**config.mk**
```make
export PLATFORM = sky130hd
export DESIGN_NAME = uart_rx
export DESIGN_NICKNAME = d
export VERILOG_FILES = /design/src/rtl/uart_rx.sv
export SDC_FILE = /design/constraint.sdc
export NUM_CORES = 1
export LEC_CHECK = 0
export ABC_AREA = 1
export CORE_MARGIN = 4
export CORE_UTILIZATION = 50
export DETAILED_ROUTE_END_ITERATION = 8
export PLACE_DENSITY = 0.74
export SETUP_SLACK_MARGIN = 0.15
export SYNTH_ARGS = -nofsm -noshare
export SYNTH_HDL_FRONTEND = slang
export SYNTH_SLANG_ARGS = --single-unit
```
**constraint.sdc**
```tcl
create_clock -name clk_in -period 1.7 [get_ports clk_in]
set_input_delay 0.425 -clock clk_in [delete_from_list [all_inputs] [get_ports clk_in]]
set_output_delay 0.425 -clock clk_in [all_outputs]
set_load 0.03 [all_outputs]
```
**src/rtl/uart_rx.sv**
```systemverilog
// UART receiver: 2-flop line synchroniser, start-bit validation at half bit,
// mid-bit data/parity/stop sampling, one-entry output register with overrun flag.
module uart_rx #(
    parameter int DATA_BITS  = 8,
    parameter int OVERSAMPLE = 16
) (
    input  logic                 clk_in,
    input  logic                 rst_n,
    input  logic                 rx_clk,
    input  logic                 rx_in,
    input  logic                 parity_en,
    input  logic                 parity_odd,
    input  logic                 rd_en,
    output logic [DATA_BITS-1:0] rx_data,
    output logic                 rx_ready,
    output logic                 rx_busy,
    output logic                 parity_err,
    output logic                 frame_err,
    output logic                 overrun_err,
    output logic [2:0]           fsm_state
);

    localparam int TW = $clog2(OVERSAMPLE);
    localparam int BW = $clog2(DATA_BITS + 1);

    localparam logic [TW-1:0] T_HALF = TW'(OVERSAMPLE / 2 - 1);
    localparam logic [TW-1:0] T_LAST = TW'(OVERSAMPLE - 1);
    localparam logic [TW-1:0] T_ONE  = TW'(1);
    localparam logic [BW-1:0] B_LAST = BW'(DATA_BITS - 1);
    localparam logic [BW-1:0] B_ONE  = BW'(1);

    localparam logic [2:0] S_IDLE   = 3'd0;
    localparam logic [2:0] S_START  = 3'd1;
    localparam logic [2:0] S_DATA   = 3'd2;
    localparam logic [2:0] S_PARITY = 3'd3;
    localparam logic [2:0] S_STOP   = 3'd4;

    logic [2:0]           state;
    logic [TW-1:0]        tcnt;
    logic [BW-1:0]        bidx;
    logic [DATA_BITS-1:0] shreg;
    logic                 sync1, sync2, prev;
    logic                 p_en, p_odd, par_bad;
    logic                 rx_s;
    logic [TW-1:0]        tcnt_next;

    assign rx_s      = sync2;
    assign rx_busy   = (state != S_IDLE);
    assign fsm_state = state;
    assign tcnt_next = (tcnt == T_LAST) ? '0 : tcnt + T_ONE;

    always_ff @(posedge clk_in or negedge rst_n) begin
        if (!rst_n) begin
            state       <= S_IDLE;
            tcnt        <= '0;
            bidx        <= '0;
            shreg       <= '0;
            sync1       <= 1'b1;
            sync2       <= 1'b1;
            prev        <= 1'b1;
            p_en        <= 1'b0;
            p_odd       <= 1'b0;
            par_bad     <= 1'b0;
            rx_data     <= '0;
            rx_ready    <= 1'b0;
            parity_err  <= 1'b0;
            frame_err   <= 1'b0;
            overrun_err <= 1'b0;
        end else begin
            sync1 <= rx_in;
            sync2 <= sync1;
            // A read clears the flag; a frame completing in the same cycle wins below.
            if (rd_en) rx_ready <= 1'b0;
            if (rx_clk) begin
                prev <= rx_s;
                case (state)
                    S_IDLE: begin
                        if (!rx_s && prev) begin
                            tcnt  <= '0;
                            p_en  <= parity_en;
                            p_odd <= parity_odd;
                            state <= S_START;
                        end
                    end
                    S_START: begin
                        if (tcnt == T_HALF) begin
                            if (rx_s) begin
                                state <= S_IDLE;
                            end else begin
                                tcnt  <= '0;
                                bidx  <= '0;
                                state <= S_DATA;
                            end
                        end else begin
                            tcnt <= tcnt_next;
                        end
                    end
                    S_DATA: begin
                        tcnt <= tcnt_next;
                        if (tcnt == T_LAST) begin
                            shreg <= {rx_s, shreg[DATA_BITS-1:1]};
                            bidx  <= bidx + B_ONE;
                            if (bidx == B_LAST) state <= p_en ? S_PARITY : S_STOP;
                        end
                    end
                    S_PARITY: begin
                        tcnt <= tcnt_next;
                        if (tcnt == T_LAST) begin
                            par_bad <= (^shreg) ^ rx_s ^ p_odd;
                            state   <= S_STOP;
                        end
                    end
                    S_STOP: begin
                        tcnt <= tcnt_next;
                        if (tcnt == T_LAST) begin
                            rx_data     <= shreg;
                            frame_err   <= ~rx_s;
                            parity_err  <= p_en & par_bad;
                            overrun_err <= rx_ready & ~rd_en;
                            rx_ready    <= 1'b1;
                            state       <= S_IDLE;
                        end
                    end
                    default: state <= S_IDLE;
                endcase
            end
        end
    end

endmodule

```
==> summary.md <==
| Metric | Value |
|---|---|
| Post-synthesis simple-gate area fraction | 27.9% |
| Grt total ovfl | 0 |
| Die ar. | 5150 µm² |
| Distinct cells, synth | 32 |
| Maximum Capacitance Violations | 0 |
| CTS tree | done |
| CTS Buffer Depth | 2 |
| Global-route wire length before repair | 6.56 mm |
| CP Class | register to primary output |
| Synth Area per Inst | between 9 and 10 µm² |
| Vias per Instance | 4.98 |
| Antenna diodes | 0 |
| Synthesis Warnings | 0 |
| Worst EP required | approximately 1.3 ns |
| Clk_lat worst skew | 0.29 ns |
| Final Setup Violations | 0 |
| Die Wd | 71.8 µm |
| Area added between synthesis and finish | 27.8% |
| Placement Rows | 22 |
| Synthesized Nets | 232 |
| Total power per unit cell area | 1110 nW/µm² |
| Worst-margin pin slew | 0.304 ns |
| Fin. max-slew vios | 0 |
| Placer Congestion | 0.813 |
| Final worst slack | 0.183 ns |
| Register bit total from synthesis | 37 |
| Fill cells | 309 |
| HPWL after detailed placement | approximately 2.7 mm |
| Initial drt markers | 94 |
| Clk slew on worst S/H paths | 0.07 ns |
| CTS Root Buffer Type | clkbuf_8 |
| Status | finished clean |
| Final Hold Vio Count | 0 |
| RSZ-0062 raised after global routing | true |
| Buf+Inv Stages, Crit Path | 2 |
| Antenna violations before repair | 0 |
| H-tree level count | 2 |
| Adder-Cell Fraction of Synth Area | 1.23% |
| LEAKAGE | 1.30 nW |
| Fmax | ~660 MHz |
| Post-Synth XOR/XNOR Area | 3.45% |
| Mapped Area | 2030 µm² |
| Startpoint Class | register |
| Die H | 71.8 µm |
| Mux contribution to synthesized area | 0.554% |
| CP endpoint kind | primary output |
| Starting density of the core | ~54% |
| Critical path, cell by cell | buf_6 > nor2_4 > nand2_4 > buf_6 |
| CP Max Fanout | 2 |
| Hold buffer count at CTS | 0 |
| Nets@finish | approximately 280 |
| Mapped Cells | 223 |
| Vias in the first global route | 1512 |
| Family with the most delay on the worst path | flip-flops |
| WP data arrival | 1.09 ns |
| Vias | 1597 |
| Drt pass-1 iters | 5 |
| Gr usage total | between 10% and 20% |
| Commonest cells after routing, fill and taps aside | nand2_1 (56), dfrtp_1 (33), buf_4 (19), inv_1 (17), o21ai_2 (17) |
| Max incr delay on CP | 0.38 ns |
| Clock sinks | 37 |
| Core ar. | 3800 µm² |
| Synth Area in Compound Gates | 14.6% |
| Main combinational cell family by area after synthesis | simple AND/OR/NAND/NOR gates |
| Pre-CTS setup slack | -0.111 ns |
| Inserted Clock Buffers | 5 |
| Most used cell, CP | buf_6 |
| Relative slew slack | 79.8% |
| DRT Wirelength | 3.86 mm |
| Most common cell after layout, fill and taps aside | nand2_1 |
| Clock skew | 0.00218 ns |
| Wirelength per Cell | 12.0 µm |
| Seq/Total Area, Yosys | 45.7% |
| Port Buffers | 22 |
| Fin crit share | roughly nine tenths |
| Final Critical Period | 1.52 ns |
| Io pins | 23 |
| TNS Setup | 0 ns |
| Proportion of layout cells with a drive suffix above 1 | between 30% and 40% |
| Largest net degree at the start of global routing | 20 |
| Slowest library cell on the worst path | dfrtp_1 |
| Antenna viol nets, final | 0 |
| Peak supply drop | 0.603 mV |
| Hold Crit Class | input pin to asynchronous set/reset pin |
| Drt drc | 0 |
-- final cells by class --
type	count	area [µm²]	area share, %
inverters	24	103	3.95
well taps	48	60.1	2.31
clock buffers	8	80.1	3.08
flip-flops and latches	37	931	35.8
repair buffers	46	410	15.8
multi-input cells	158	1010	39.0
-- routing by layer --
layer	wire (µm)	share of wire, %	GRT usage (%)	vias to the layer above
li1	-	-	-	810
met4	98	2.5	7.72	0
met3	153	4.0	3.65	10
met5	0	0	0	-
met1	1740	45	20.9	746
met2	1870	48	25.3	31
-- state kept, by name, indices dropped and copies added (netlist names), 3 cells and up --
signal,cells
rx_data,8
bidx,4
fsm_state,3
tcnt,4
shreg,8
-- synthesized netlist by cell type (all sizes together) --
| cell type | instances | area share [%] |
|---|---|---|
| nand3 | 17 | 5.0 |
| buf | 4 | 1.9 |
| nor2 | 17 | 6.0 |
| dfrtp | 34 | 42 |
| a21oi | 5 | 1.6 |
| xor2 | 5 | 2.2 |
| o22ai | 1 | 0.31 |
| nand3b | 1 | 0.37 |
| o211ai | 1 | 1.0 |
| a31oi | 1 | 0.62 |
| ha | 2 | 1.2 |
| nand4 | 1 | 0.31 |
| xnor2 | 3 | 1.3 |
| dfstp | 3 | 3.9 |
| nand2 | 73 | 16 |
| mux2 | 1 | 0.55 |
| inv | 24 | 4.6 |
| o21ai | 30 | 11 |
-- power by group --
part           switching [W]  internal (W)  total, W
registers           0.000122       0.00100   0.00112
logic               0.000674      0.000518   0.00119
clock network       0.000289      0.000291  0.000580
-- repair_timing --
item                                    4_1_cts  5_1_grt
cloned                                        0        0
gates resized for setup                      20       13
pin swaps                                     3        5
buffers inserted                              4        7
endpoints found under the setup margin       26       30
-- cells by family after synthesis --
| family | Yosys count |
|---|---|
| simple gates | 109 |
| compound gates | 38 |
| flops | 37 |
| buf+inv | 28 |
| xor+xnor | 8 |
| fa+ha+maj | 2 |
| mux | 1 |
-- final timing paths --
check / slack [ns] / start / to / cells after the start
min: 0.01 / rst_n / shreg[4]$_DFFE_PN0P_ / 1
min reg2reg: 0.36 / sync1$_DFF_PN1_ / rx_s$_DFF_PN1_ / 0
max reg2reg: 0.21 / fsm_state[1]$_DFFE_PN0P_ / shreg[7]$_DFFE_PN0P_ / 9
min in group clk_in: 0.36 / sync1$_DFF_PN1_ / rx_s$_DFF_PN1_ / 0
max: 0.18 / fsm_state[1]$_DFFE_PN0P_ / rx_busy / 4
max in group asynchronous: 1.19 / rst_n / prev$_DFFE_PN1P_ / 2
-- per-stage QoR --
step           instance area [µm²]  hold WS [ns]  utilization, %  instances  power [W]
6_report                      2600        0.0116            68.4        321    0.00289
3_5_place_dp                  2390         0.326            62.9        302    0.00208
3_3_place_gp                  2390         0.330            62.9        302    0.00206
4_1_cts                       2500        0.0137            65.8        314    0.00275
2_1_floorplan                 2030         0.129               -        223    0.00182
5_1_grt                       2600        0.0196            68.4        321    0.00309
Power figures use the tool's default switching activity.
